## src/rtl/mul_sequencer_pkg.sv

```systemverilog
// Shared encodings for the multicycle multiply sequencer and the ALU decoder path.
package mul_sequencer_pkg;

  typedef enum logic [1:0] {
    ST_IDLE = 2'b00,
    ST_RUN  = 2'b01,
    ST_DONE = 2'b10
  } mul_state_e;

  // Flag write-enable mask {N/Z, C/V}: a multiply only ever touches N and Z.
  localparam logic [1:0] FLAGW_NONE = 2'b00;
  localparam logic [1:0] FLAGW_NZ   = 2'b10;

endpackage

```

## src/rtl/mul_shift_add_dp.sv

```systemverilog
// Shift-add datapath: accumulator, shifting multiplicand/multiplier, step counter.
module mul_shift_add_dp #(
  parameter int WIDTH     = 32,
  parameter int SKIP_ZERO = 1
) (
  input  logic             clk,
  input  logic             srst,
  input  logic             load,
  input  logic             step,
  input  logic [WIDTH-1:0] acc_init,
  input  logic [WIDTH-1:0] mcand_init,
  input  logic [WIDTH-1:0] mplier_init,
  output logic [WIDTH-1:0] acc_next,
  output logic             last
);

  localparam int CW = (WIDTH > 2) ? $clog2(WIDTH) : 1;
  localparam logic [CW-1:0] CNT_LAST = CW'(WIDTH - 1);

  logic [WIDTH-1:0] acc_q, acc_d;
  logic [WIDTH-1:0] mcand_q, mcand_d;
  logic [WIDTH-1:0] mplier_q, mplier_d;
  logic [CW-1:0]    cnt_q, cnt_d;
  logic [WIDTH-1:0] sum;

  assign sum      = acc_q + (mplier_q[0] ? mcand_q : '0);
  assign acc_next = sum;

  // The step in progress is the final one when the counter is at its last
  // value, or (early exit) when no set multiplier bits remain after the shift.
  assign last = (cnt_q == CNT_LAST) ||
                ((SKIP_ZERO != 0) && (mplier_q[WIDTH-1:1] == '0));

  always_comb begin
    acc_d    = acc_q;
    mcand_d  = mcand_q;
    mplier_d = mplier_q;
    cnt_d    = cnt_q;
    if (load) begin
      acc_d    = acc_init;
      mcand_d  = mcand_init;
      mplier_d = mplier_init;
      cnt_d    = '0;
    end else if (step) begin
      acc_d    = sum;
      mcand_d  = mcand_q << 1;
      mplier_d = mplier_q >> 1;
      cnt_d    = cnt_q + 1'b1;
    end
  end

  always_ff @(posedge clk) begin
    if (srst) begin
      acc_q    <= '0;
      mcand_q  <= '0;
      mplier_q <= '0;
      cnt_q    <= '0;
    end else begin
      acc_q    <= acc_d;
      mcand_q  <= mcand_d;
      mplier_q <= mplier_d;
      cnt_q    <= cnt_d;
    end
  end

endmodule

```

## src/rtl/mul_sequencer.sv

```systemverilog
// MUL/MLA control FSM: accepts a Start, steps the shift-add datapath, presents Result/Flags.
module mul_sequencer
  import mul_sequencer_pkg::*;
#(
  parameter int WIDTH     = 32,
  parameter int SKIP_ZERO = 1
) (
  input  logic             clk,
  input  logic             Reset,
  input  logic             Start,
  input  logic             Accumulate,
  input  logic             SetFlags,
  input  logic [WIDTH-1:0] SrcA,
  input  logic [WIDTH-1:0] SrcB,
  input  logic [WIDTH-1:0] SrcAcc,
  output logic             Ready,
  output logic             Busy,
  output logic             Done,
  output logic [WIDTH-1:0] Result,
  output logic [1:0]       Flags,
  output logic [1:0]       FlagW
);

  mul_state_e       state_q, state_d;
  logic             ready_q, ready_d;
  logic             busy_q, busy_d;
  logic             done_q, done_d;
  logic             sf_q, sf_d;
  logic [WIDTH-1:0] result_q, result_d;
  logic [1:0]       flags_q, flags_d;
  logic [1:0]       flagw_q, flagw_d;

  logic             dp_load, dp_step, dp_last;
  logic [WIDTH-1:0] dp_acc_next;

  mul_shift_add_dp #(
    .WIDTH    (WIDTH),
    .SKIP_ZERO(SKIP_ZERO)
  ) u_dp (
    .clk        (clk),
    .srst       (Reset),
    .load       (dp_load),
    .step       (dp_step),
    .acc_init   (Accumulate ? SrcAcc : '0),
    .mcand_init (SrcA),
    .mplier_init(SrcB),
    .acc_next   (dp_acc_next),
    .last       (dp_last)
  );

  always_comb begin
    state_d  = state_q;
    sf_d     = sf_q;
    result_d = result_q;
    flags_d  = flags_q;
    done_d   = 1'b0;
    flagw_d  = FLAGW_NONE;
    dp_load  = 1'b0;
    dp_step  = 1'b0;
    case (state_q)
      ST_IDLE: begin
        if (Start) begin
          state_d = ST_RUN;
          dp_load = 1'b1;
          sf_d    = SetFlags;
        end
      end
      ST_RUN: begin
        dp_step = 1'b1;
        // Result is captured from the final step's sum so it is valid in DONE.
        if (dp_last) begin
          state_d  = ST_DONE;
          result_d = dp_acc_next;
          flags_d  = {dp_acc_next[WIDTH-1], dp_acc_next == '0};
          done_d   = 1'b1;
          flagw_d  = sf_q ? FLAGW_NZ : FLAGW_NONE;
        end
      end
      ST_DONE: state_d = ST_IDLE;
      default: state_d = ST_IDLE;
    endcase
    ready_d = (state_d == ST_IDLE);
    busy_d  = (state_d == ST_RUN);
  end

  always_ff @(posedge clk) begin
    if (Reset) begin
      state_q  <= ST_IDLE;
      ready_q  <= 1'b1;
      busy_q   <= 1'b0;
      done_q   <= 1'b0;
      sf_q     <= 1'b0;
      result_q <= '0;
      flags_q  <= 2'b00;
      flagw_q  <= FLAGW_NONE;
    end else begin
      state_q  <= state_d;
      ready_q  <= ready_d;
      busy_q   <= busy_d;
      done_q   <= done_d;
      sf_q     <= sf_d;
      result_q <= result_d;
      flags_q  <= flags_d;
      flagw_q  <= flagw_d;
    end
  end

  assign Ready  = ready_q;
  assign Busy   = busy_q;
  assign Done   = done_q;
  assign Result = result_q;
  assign Flags  = flags_q;
  assign FlagW  = flagw_q;

endmodule

```

## config.mk

```make
export PLATFORM = sky130hd
export DESIGN_NAME = mul_sequencer
export DESIGN_NICKNAME = d
export VERILOG_FILES = /design/src/rtl/mul_sequencer_pkg.sv /design/src/rtl/mul_shift_add_dp.sv /design/src/rtl/mul_sequencer.sv
export SDC_FILE = /design/constraint.sdc
export NUM_CORES = 1
export LEC_CHECK = 0
export CORE_UTILIZATION = 48
export CTS_CLUSTER_DIAMETER = 60
export DETAILED_ROUTE_END_ITERATION = 7
export PLACE_DENSITY = 0.85
export REMOVE_ABC_BUFFERS = 1
export SLEW_MARGIN = 10
export SYNTH_ARGS = -nofsm -noshare
export SYNTH_HDL_FRONTEND = slang
export SYNTH_SLANG_ARGS = --single-unit
```

## constraint.sdc

```tcl
create_clock -name clk -period 3.7 [get_ports clk]
set_clock_uncertainty 0.2 [all_clocks]
set_input_delay 0.37 -clock clk [delete_from_list [all_inputs] [get_ports clk]]
set_output_delay 0.37 -clock clk [all_outputs]
set_load 0.01 [all_outputs]
```

==> impl_metrics.prom <==
# TYPE chip_impl_metric gauge
chip_impl_info{name="result_of_the_run",value="completed"} 1
chip_impl_metric{name="clk_latency",unit="ns"} 0.43
chip_impl_info{name="grt_busiest_layer",value="met2"} 1
chip_impl_metric{name="boundary_pin_count",unit=""} 140
chip_impl_metric{name="final_layout_size_suffix_gt1_frac",unit=""} 0.08978
chip_impl_info{name="worst_hold_path.endpoint",value="state_q[1]$_SDFF_PP0_"} 1
chip_impl_metric{name="share_comb_of_total_power",unit=""} 0.171
chip_impl_metric{name="min_period_over_period",unit=""} 0.9987
chip_impl_metric{name="die_h",unit="um"} 128.7
chip_impl_metric{name="synth_seq_cells",unit=""} 141
chip_impl_metric{name="drt-total-wl",unit="um"} 21610
chip_impl_metric{name="port_buffers",unit=""} 138
chip_impl_metric{name="h_tree_lvl_count",unit=""} 4
chip_impl_info{name="synth_flop_cell",value="dfxtp_1"} 1
chip_impl_metric{name="timing.setup.tns",unit="ns"} 0
chip_impl_metric{name="ys_warn_count",unit=""} 0
chip_impl_metric{name="synth.avg_cell_area",unit="um2"} 7.793
chip_impl_metric{name="detailroute.via_count",unit=""} 7700
chip_impl_metric{name="drc",unit=""} 0
chip_impl_metric{name="ctsHoldBuffers",unit=""} 0
chip_impl_metric{name="average_routed_wire_per_standard_cell",unit="um"} 16.17
chip_impl_metric{name="cellInternalPower",unit="W"} 0.003095
chip_impl_metric{name="grt_antenna_before_repair",unit=""} 0
chip_impl_metric{name="growth_of_design_area_from_synthesis_to_finish",unit="%"} 32.08
chip_impl_metric{name="cp_data_required_time",unit="ns"} 3.85
chip_impl_metric{name="timing.reg2reg.worst_path_depth",unit=""} 14
chip_impl_info{name="worstSetupEndpointType",value="flip-flop"} 1
chip_impl_info{name="setup.worst_path.class",value="reg -> reg"} 1
chip_impl_info{name="cts_tree",value="done"} 1
chip_impl_metric{name="worstPathArrival",unit="ns"} 3.85
chip_impl_metric{name="post_synth_instance_area",unit="mm2"} 0.007707
chip_impl_metric{name="dp_cells",unit=""} 1298
chip_impl_metric{name="gr-usage-met3",unit=""} 0.06029
chip_impl_info{name="reg2reg_to",value="Flags[0]$_SDFFE_PP0P_"} 1
chip_impl_metric{name="first_iter_violations",unit=""} 633
chip_impl_info{name="timing.critical_path.from_type",value="flip-flop"} 1
chip_impl_metric{name="drtAntennaViolNets",unit=""} 0
chip_impl_metric{name="insertedDiodeCount",unit=""} 0
chip_impl_info{name="ys_top_cells_by_area",value="dfxtp_1 37%, a311oi_1 9.5%, nand2_1 8.4%, nor2_1 7.4%, ha_1 5.4%"} 1
chip_impl_metric{name="grt_overflow",unit=""} 0
chip_impl_metric{name="seq_area_frac_synth",unit=""} 0.3662
chip_impl_metric{name="clkTransAtPathRegs",unit="ns"} 0.06
chip_impl_info{name="reg2reg_start",value="u_dp.mplier_q[0]$_SDFFE_PP0P_"} 1
chip_impl_metric{name="gpl.final_weighted_congestion",unit=""} 0.9761
chip_impl_info{name="synthDominantAreaCellType",value="dfxtp_1"} 1
chip_impl_metric{name="number_of_cells_produced_by_synthesis",unit=""} 989
chip_impl_metric{name="wire_length_of_the_first_global_routing_pass",unit="um"} 34850
chip_impl_metric{name="finalCriticalPeriod",unit="ns"} 3.695
chip_impl_metric{name="grt_util_met2",unit=""} 0.4264
chip_impl_metric{name="groute.usage.overall",unit=""} 0.2669
chip_impl_metric{name="fin_nets",unit=""} 1247
chip_impl_metric{name="slew_viol_final",unit=""} 0
chip_impl_metric{name="maxCapViolCount",unit=""} 0
chip_impl_info{name="synth_commonest_cells",value="172 x nand2_1, 152 x nor2_1, 141 x dfxtp_1"} 1
chip_impl_info{name="rsz_0062_raised_after_global_routing",value="true"} 1
chip_impl_metric{name="netlist_cell_types",unit=""} 55
chip_impl_metric{name="total_cts_buffers",unit=""} 17
chip_impl_metric{name="final_hold_viol_count",unit=""} 0
chip_impl_metric{name="max-vdd-ir-drop",unit="mV"} 0.3581
chip_impl_metric{name="netSwitchingPower",unit="W"} 0.001154
chip_impl_metric{name="met1_usage",unit=""} 0.3538
chip_impl_info{name="hp-start",value="Reset"} 1
chip_impl_info{name="post-synth-top-count-cell",value="nand2_1"} 1
chip_impl_metric{name="detailedPlacementHpwl",unit="um"} 14970
chip_impl_metric{name="floorplan.rows",unit=""} 45
chip_impl_metric{name="placeableCoreArea",unit="mm2"} 0.01543
chip_impl_metric{name="ff2ff_setup_slack",unit="ns"} 0.005
chip_impl_metric{name="powerDensity",unit="mW/mm2"} 417.4
chip_impl_info{name="cts_root_buffer",value="clkbuf_16"} 1
chip_impl_metric{name="synth_top_area_frac",unit=""} 0.3662
chip_impl_metric{name="floorplan.initialDensity",unit=""} 0.4996
chip_impl_metric{name="achievable-frequency",unit="MHz"} 270.6
chip_impl_metric{name="synth-edff-count",unit=""} 0
chip_impl_metric{name="cts_sinks",unit=""} 141
chip_impl_info{name="hold_path_class",value="in -> reg"} 1
chip_impl_metric{name="timing.slew.headroom",unit=""} 0.4081
chip_impl_metric{name="critPathMaxFanout",unit=""} 7
chip_impl_metric{name="synthArstFlopShare",unit=""} 0
chip_impl_metric{name="horizontal_extent_of_the_die",unit="um"} 128.7
chip_impl_metric{name="layoutNonFillerInstCount",unit=""} 1336
chip_impl_metric{name="drt_first_pass_iters",unit=""} 6
chip_impl_metric{name="power.sequential.fraction",unit=""} 0.396
chip_impl_metric{name="sw_frac_of_total",unit=""} 0.2717
chip_impl_metric{name="timing.hold.worst_path_depth",unit=""} 3
chip_impl_metric{name="vias_per_cell",unit=""} 5.763
chip_impl_metric{name="clock_power_share",unit=""} 0.432
chip_impl_metric{name="power_leakage",unit="nW"} 4.229
chip_impl_metric{name="grt_pass1_vias",unit=""} 7110
chip_impl_metric{name="cts.path.max_buffers",unit=""} 2
chip_impl_metric{name="design.die.area",unit="mm2"} 0.01657
chip_impl_metric{name="worstMarginPinSlew",unit="ns"} 0.8879
chip_impl_metric{name="grt_start_max_net_pins",unit=""} 86
chip_impl_metric{name="timing.final.setup_violations",unit=""} 0
## timing repair
| item | CTS | global route |
|---|---|---|
| setup buffers | 1 | 5 |
| pin swaps | 3 | 14 |
| cloned | 0 | 0 |
| endpoints found under the hold margin | 0 | 0 |
| gates resized for setup | 5 | 17 |
| setup endpoints to repair | 1 | 7 |
## through the flow
step / total power [W] / util / worst slack, ns / instance area (um2) / hold WS [ns]
2_1_floorplan: 0.002113 / - / -3.190 / 7415 / 0.2257
3_3_place_gp: 0.002402 / 0.6094 / 0.005837 / 9402 / 0.2366
3_5_place_dp: 0.002413 / 0.6094 / -0.1467 / 9402 / 0.2503
4_1_cts: 0.004248 / 0.6523 / 0.02344 / 10060 / 0.1378
5_1_grt: 0.004405 / 0.6599 / -0.2062 / 10180 / 0.1600
6_report: 0.004249 / 0.6599 / 0.004927 / 10180 / 0.1578
## logic make-up (layout without fill, tap and decap cells)
group / after synthesis / count (layout) / synth area share
flops: 141 / 141 / 0.3662
mux: 23 / 23 / 0.02987
buf+inv: 84 / 220 / 0.04188
xor+xnor: 26 / 26 / 0.02955
simple gates: 454 / 454 / 0.2589
fa+ha+maj: 34 / 34 / 0.05617
other cells: 1 / 1 / 0.0004865
compound gates: 226 / 226 / 0.2169
## power groups by stage
stage                     Sequential, W  Clock, W  Combinational [W]
after detailed placement        0.00171         0           0.000699
after CTS                       0.00168   0.00185           0.000712
after floorplan                 0.00170         0           0.000415
after global routing            0.00170   0.00191           0.000795
after global placement          0.00171         0           0.000691
final                           0.00168   0.00184           0.000728
## final cells by class
type	instances	area, um2
Fill cell	1265	5248
Multi-Input combinational cell	764	4678
Sequential cell	141	2826
Timing Repair Buffer	180	1748
Clock buffer	19	442.9
Tap cell	211	264.0
Clock inverter	13	190.2
Inverter	8	30.03
## per-layer routing
layer | up-vias | share of wire
met4 | 0 | 0.017
li1 | 3788 | -
met5 | - | 0
met3 | 39 | 0.067
met2 | 282 | 0.47
met1 | 3591 | 0.45
## sequential cells by signal, summed over array words and instances (netlist names)
name	count
Ready	1
u_dp.mplier_q	32
Result	32
Done	1
Flags	1
sf_q	1
Busy	1
state_q	2
u_dp.cnt_q	5
u_dp.mcand_q	32
FlagW	1
u_dp.acc_q	32
## worst max-delay path, cell delays in order, from the launching register on
cell and delay, ns:
dfxtp_4 0.36, and2_4 0.17, ha_4 0.16, fa_2 0.37, a21o_1 0.19, a221oi_2 0.34, buf_4 0.20, o311ai_4 0.10
a31o_1 0.28, a21oi_2 0.18, xnor2_2 0.10, or3_1 0.39, nor4_2 0.22, nand4_1 0.14, o31ai_2 0.22
## how the worst max path moves through the flow
stage / from / endpoint / slack [ns] / cells past startpoint
2_1_floorplan: state_q[0]$_SDFF_PP0_ / Ready$_SDFF_PP1_ / -3.19 / 3
3_3_place_gp: u_dp.mplier_q[0]$_SDFFE_PP0P_ / Flags[0]$_SDFFE_PP0P_ / 0.006 / 13
3_5_place_dp: u_dp.mplier_q[0]$_SDFFE_PP0P_ / Flags[0]$_SDFFE_PP0P_ / -0.15 / 13
4_1_cts: u_dp.mplier_q[0]$_SDFFE_PP0P_ / Flags[0]$_SDFFE_PP0P_ / 0.02 / 14
5_1_grt: u_dp.mplier_q[0]$_SDFFE_PP0P_ / Flags[0]$_SDFFE_PP0P_ / -0.21 / 14
6_report: u_dp.mplier_q[0]$_SDFFE_PP0P_ / Flags[0]$_SDFFE_PP0P_ / 0.005 / 14
## layout by cell type (no fill, tap or decap), drive strengths merged, types with 7 or more instances in the layout
cell and n:
clkdlybuf4s50 137, nand4 7, nor3 9, nor4 10, buf 43, and2 37, clkbuf 19, mux2i 23
a311oi 84, a31oi 7, o21ai 32, a21oi 39, nor2 152, nor2b 10, a21o 12, ha 33
dfxtp 141, xnor2 18, o211ai 11, xor2 8, nand3 35, nand2 172, inv 9
(Power assumes the default switching activity.)
==> edit 1, RTL diff (same flow settings) <==
`WIDTH` is set to 32 in 2 places; all go to 16.
--- a/src/rtl/mul_shift_add_dp.sv
+++ b/src/rtl/mul_shift_add_dp.sv
@@ -2,3 +2,3 @@
 module mul_shift_add_dp #(
-  parameter int WIDTH     = 32,
+  parameter int WIDTH     = 16,
   parameter int SKIP_ZERO = 1
--- a/src/rtl/mul_sequencer.sv
+++ b/src/rtl/mul_sequencer.sv
@@ -4,3 +4,3 @@
 #(
-  parameter int WIDTH     = 32,
+  parameter int WIDTH     = 16,
   parameter int SKIP_ZERO = 1
Ports: changed (resized Result, SrcA, SrcAcc and SrcB); port bits go from 140 to 76. The function was not compared with the original's and may differ.
==> edit 1 against the unedited design <==
  * Sequential share of layout area is 1.6 points higher
  * Routed wire length is 48% lower
  * Clock power is 65% lower
  * Worst setup slack better by 440 ps
  * Fmax is 13% higher
  * Sequential power is 45% lower
  * Final area is 49% lower
  * Sequential cell count is 65 lower
  * Synthesized area is 45% lower
  * Power is 53% lower
  * Non-clock buffer count is 101 lower
  * Largest power group is now registers
  * Highest routed layer unchanged
==> edit 1: results (changes against the unedited design) <==
.. list-table::
   :header-rows: 1

   * - Metric
     - Value
   * - Outcome
     - complete, no violations
   * - Root Buffer Master
     - sky130_fd_sc_hd__clkbuf_8
   * - Input/output buffers
     - 74 (-46%)
   * - Cell count after placement
     - 692 (-47%)
   * - Post-CTS repair timing setup buffer count
     - 0 (-1)
   * - Setup slack of the most critical reg-to-reg path
     - 440 ps (+440 ps)
   * - Largest cells by area after synthesis
     - sky130_fd_sc_hd__dfxtp_1 36%, sky130_fd_sc_hd__nand2_1 9.2%, sky130_fd_sc_hd__a311oi_1 8.0%
   * - Switching pwr
     - 0.612 mW (-47%)
   * - Overall routing resource usage
     - 25.8% (-0.89 points)
   * - Syn_area_per_cell
     - 7.68 um2 (-1.4%)
   * - Placed inst area
     - 4980 um2 (-47%)
   * - Number of distinct library cells after synthesis
     - 62 (+13%)
   * - Synth Warn #
     - 0 (unchanged)
   * - Initial DRC Count
     - 210 (-67%)
   * - Skew-Pair Late Insertion Delay
     - 360 ps (-70 ps)
   * - Cell family with most CP delay
     - compound AO/OA/AOI/OAI gates
   * - Peak fanout along the critical path
     - 17 (+10)
   * - Buffers from clock root to sink, at most
     - 2 (unchanged)
   * - Fillcell total
     - 771 (-39%)
   * - Final weighted congestion in routability-driven placement
     - 0.900 (-7.8%)
   * - Startpoint Class
     - flop
   * - Most frequent cells after synthesis
     - 104 x sky130_fd_sc_hd__nand2_1, 79 x sky130_fd_sc_hd__nor2_1, 76 x sky130_fd_sc_hd__dfxtp_1
   * - Global-route wire length before repair
     - 18400 um (-47%)
   * - Ant. Diodes
     - 0 (unchanged)
   * - Reg2reg start
     - u_dp.mplier_q[0]
   * - Via count of the first global-routing pass
     - 3870 (-46%)
   * - Worst-case reg-to-reg path depth
     - 10 (-4)
   * - Pin count of the biggest net entering global routing
     - 87 (+1.2%)
   * - Ratio of cells with drive above 1 in the final layout
     - 5.80% (-3.2 points)
   * - Routed wire length per instance
     - 15.7 um (-2.7%)
   * - Total iterations of the first detailed-routing run
     - 4 (-2)
   * - Count of nets after finishing
     - 668 (-46%)
   * - Stage delay of the slowest cell on the critical path
     - 460 ps (+70 ps)
   * - Cell Count, Final, Fillers Out
     - 708 (-47%)
   * - Clock-pin slew of the registers on the worst-case setup and hold paths
     - 80 ps (+20 ps)
   * - IR Drop Worst-Case VDD
     - 0.000224 V (-37%)
   * - Maximum level of the CTS H-tree
     - 3 (-1)
   * - Total leakage power
     - 2.02 nW (-52%)
   * - Number of buffers added by the clock tree synthesis step
     - 9 (-8)
   * - Cell with the biggest individual delay on the critical path
     - sky130_fd_sc_hd__dfxtp_1
   * - Number of gates resized after CTS
     - 0 (-5)
   * - Vias after detailed routing
     - 4152 (-46%)
   * - HPWL after detailed placement
     - 7920 um (-47%)
   * - Worst-Margin Slew
     - 1080 ps (+194 ps)
   * - Fraction of the yosys area taken by sequential cells
     - 35.8% (-0.81 points)
-- edit 1: cell count changes after synthesis, moves of 18 or more --
| cell | before | now |
|---|---|---|
| sky130_fd_sc_hd__nor2_1 | 152 | 79 |
| sky130_fd_sc_hd__nand2_1 | 172 | 104 |
| sky130_fd_sc_hd__dfxtp_1 | 141 | 76 |
| sky130_fd_sc_hd__a311oi_1 | 84 | 39 |
| sky130_fd_sc_hd__clkbuf_1 | 71 | 35 |
| sky130_fd_sc_hd__mux2i_1 | 23 | 3 |
| sky130_fd_sc_hd__and2_1 | 37 | 19 |
-- edit 1: metrics by stage --
| step | setup WS (ps) | hold slack [ps] |
|---|---|---|
| after floorplan | -181 | 226 |
| after global placement | 555 | 245 |
| after detailed placement | 478 | 250 |
| after CTS | 451 | 126 |
| after global routing | 155 | 152 |
| final | 441 | 138 |
-- edit 1: worst register-to-register path, delay by kind of cell, from the launching register on --
family                     cells  cell delay (ps)
and+or+nand+nor                2              470
adders and majority gates      2              670
DFF                            1              460
AOI/OAI and AO/OA              6             1400
-- edit 1: worst min-delay path by stage --
| stage | start | to | cells past startpoint |
|---|---|---|---|
| after floorplan | sf_q | sf_q | 2 |
| after global placement | sf_q | sf_q | 2 |
| after detailed placement | Result[5] | Result[5] | 2 |
| after CTS | Reset | Ready | 3 |
| after global routing | Reset | Ready | 3 |
| final | Reset | Ready | 3 |
-- edit 1: cell families (layout without fill, tap and decap cells) --
kind of cell / after synthesis / in the layout / synth area share, %
DFF: 76 / 76 / 35.8
buffers and inverters: 51 / 101 / 4.98
xor gates and xnor gates: 6 / 6 / 1.24
AOI/OAI and AO/OA: 135 / 135 / 24.4
other: 1 / 1 / 0.0883
and+or+nand+nor: 263 / 263 / 27.3
adders and majority gates: 17 / 17 / 5.18
muxes: 4 / 4 / 0.972
-- edit 1: power groups by stage --
stage | logic (mW) | registers [mW] | clock network [mW]
after floorplan | 0.286 | 0.933 | 0
after global placement | 0.436 | 0.943 | 0
after detailed placement | 0.447 | 0.946 | 0
after CTS | 0.450 | 0.927 | 0.648
after global routing | 0.501 | 0.936 | 0.680
final | 0.450 | 0.928 | 0.639
-- edit 1: layout make-up --
class | instances | area [um2] | area share, %
Clock buffer | 12 | 145 | 2.80
Clock inverter | 4 | 48.8 | 0.942
Inverter | 6 | 22.5 | 0.435
Multi-Input combinational cell | 426 | 2520 | 48.7
Sequential cell | 76 | 1520 | 29.4
Tap cell | 105 | 131 | 2.54
Timing Repair Buffer | 79 | 786 | 15.2
-- edit 1: per-layer routing --
| layer | GRT usage, % | wire length (um) | up-vias |
|---|---|---|---|
| li1 | - | - | 2071 |
| met1 | 33.5 | 4950 | 1934 |
| met2 | 41.3 | 5300 | 119 |
| met3 | 3.95 | 539 | 28 |
| met4 | 13.2 | 354 | 0 |
| met5 | 0 | 0 | - |
==> edit 2, RTL diff (same flow settings) <==
Made on the original files. Re-encode `mul_state_e` (3 states) as one-hot, 3 bits wide.
--- a/src/rtl/mul_sequencer_pkg.sv
+++ b/src/rtl/mul_sequencer_pkg.sv
@@ -3,6 +3,6 @@
 
-  typedef enum logic [1:0] {
-    ST_IDLE = 2'b00,
-    ST_RUN  = 2'b01,
-    ST_DONE = 2'b10
+  typedef enum logic [2:0] {
+    ST_IDLE = 3'b001,
+    ST_RUN  = 3'b010,
+    ST_DONE = 3'b100
   } mul_state_e;
Check against the original RTL: no difference found for any inputs over 4 cycles, from zero or initial values and one cycle with Reset high; so few cycles prove little.
==> edit 2 against the unedited design <==
  * The flow now finishes with violations (negative setup slack)
  * Final cell count rose by 0.37%
  * Worst setup slack worse by 260 ps
  * Sequential share of layout area shrank 1.2 points
  * Sequential cell count increased by 1
  * Global-route usage grew 1.0 points
  * Routed wire length grew 3.9%
  * Critical path depth unchanged
  * Largest power group unchanged
  * Final area grew 5.2%
  * Via count is 0.57% higher
  * Power down 1.9%
  * Die area down 2.8%
  * Synthesized area down 2.9%
  * Utilization up 4.4 points
==> edit 2: results (changes against the unedited design) <==
.. list-table::
   :header-rows: 1

   * - Metric
     - Value
   * - Total leakage power
     - 4.54 nW (+7.3%)
   * - IR Drop Worst-Case VDD
     - 0.000346 V (-3.4%)
   * - Fillcell total
     - 1158 (-8.5%)
   * - Number of distinct library cells after synthesis
     - 64 (+16%)
   * - Worst min-delay path category
     - flop to flop
   * - HPWL after detailed placement
     - 15000 um (-0.13%)
   * - Total iterations of the first detailed-routing run
     - 5 (-1)
   * - Final weighted congestion in routability-driven placement
     - 0.886 (-9.2%)
   * - Overall routing resource usage
     - 27.7% (+1.0 points)
   * - Vias after detailed routing
     - 7744 (+0.57%)
   * - Worst path arrival time
     - 4120 ps (+270 ps)
   * - Final wirelength
     - 22400 um (+3.9%)
   * - Syn_area_per_cell
     - 8.18 um2 (+5.0%)
   * - Worst setup slack after layout
     - -259 ps (-264 ps)
   * - Cell count after placement
     - 1296 (-0.15%)
   * - Stage delay of the slowest cell on the critical path
     - 500 ps (+110 ps)
   * - Cell with the biggest individual delay on the critical path
     - sky130_fd_sc_hd__or4b_1
   * - Most frequent cells after synthesis
     - 142 x sky130_fd_sc_hd__dfxtp_1, 135 x sky130_fd_sc_hd__a21oi_1, 102 x sky130_fd_sc_hd__nand2_1
   * - Cell family with most CP delay
     - simple AND/OR/NAND/NOR gates
   * - DR vias/cell
     - 5.77 (+0.20%)
   * - Outcome
     - finished with violations
   * - Worst-Margin Slew
     - 948 ps (+59.6 ps)
   * - Failing checks
     - negative setup slack
   * - Largest cells by area after synthesis
     - sky130_fd_sc_hd__dfxtp_1 38%, sky130_fd_sc_hd__a21oi_1 9.0%, sky130_fd_sc_hd__a22oi_1 6.4%
   * - Placed inst area
     - 9740 um2 (+3.6%)
   * - Via count of the first global-routing pass
     - 7416 (+4.3%)
   * - Global-route wire length before repair
     - 35700 um (+2.3%)
   * - Area added between synthesis and finish
     - 43.0%
   * - # setup viols final
     - 1 (+1)
   * - Beginning of the worst hold path
     - sf_q
   * - Fraction of the yosys area taken by sequential cells
     - 38.0% (+1.4 points)
   * - Ratio of cells with drive above 1 in the final layout
     - 19.3% (+10 points)
   * - Clock-pin slew of the registers on the worst-case setup and hold paths
     - about 70 ps
   * - Peak fanout along the critical path
     - 8 (+1)
[edit 2: cells by family (layout without fill, tap and decap cells)]
logic type,after synthesis,count (layout),share of synthesized area [%]
simple gates,321,321,20.2
compound gates,281,281,24.1
flops,142,142,38.0
buf+inv,80,318,4.88
fa+ha+maj,34,34,5.78
xor+xnor,31,31,3.63
mux,25,25,3.36
other cells,1,1,0.0501
[edit 2: metal layers]
metal	GRT usage (%)	wire length (um)	up-vias
met3	5.78	1300	41
li1	-	-	3762
met1	33.7	9490	3653
met2	48.3	11200	288
met4	9.87	411	0
met5	0	0	-
[edit 2: per-stage QoR]
step	setup TNS (ps)	setup slack [ps]
after floorplan	-567740	-5670
after global placement	-396	-396
after detailed placement	-452	-443
after CTS	-209	-209
after global routing	-444	-410
final	-259	-259
[edit 2: final cells by class]
class / count / share of cell area [%]
clock inverter: 14 / 1.39
sequential: 142 / 26.6
clock buffer: 18 / 4.01
inverter: 6 / 0.210
timing repair buffer: 280 / 23.2
multi-input combinational: 693 / 42.4
tap: 188 / 2.20
[edit 2: worst min path at each step]
| stage | to | slack (ps) | depth (start not counted) |
|---|---|---|---|
| floorplan | sf_q | 230 | 2 |
| global placement | sf_q | 240 | 2 |
| detailed placement | u_dp.mcand_q[31] | 250 | 2 |
| CTS | sf_q | 260 | 2 |
| global route | u_dp.mcand_q[31] | 280 | 2 |
| finish | sf_q | 260 | 2 |
[edit 2: where the power goes]
part	internal [mW]	switching, mW
clock network	0.950	0.752
registers	1.62	0.0705
logic	0.389	0.391
total	2.96	1.21
[edit 2: what timing repair did]
item                                   CTS  global route
setup endpoints to repair                4             6
cloned                                   0             0
gates resized for setup                 21            26
endpoints found under the hold margin    1             0
pin swaps                               13            15
buffers inserted                         5             7
hold buffers                             1             0
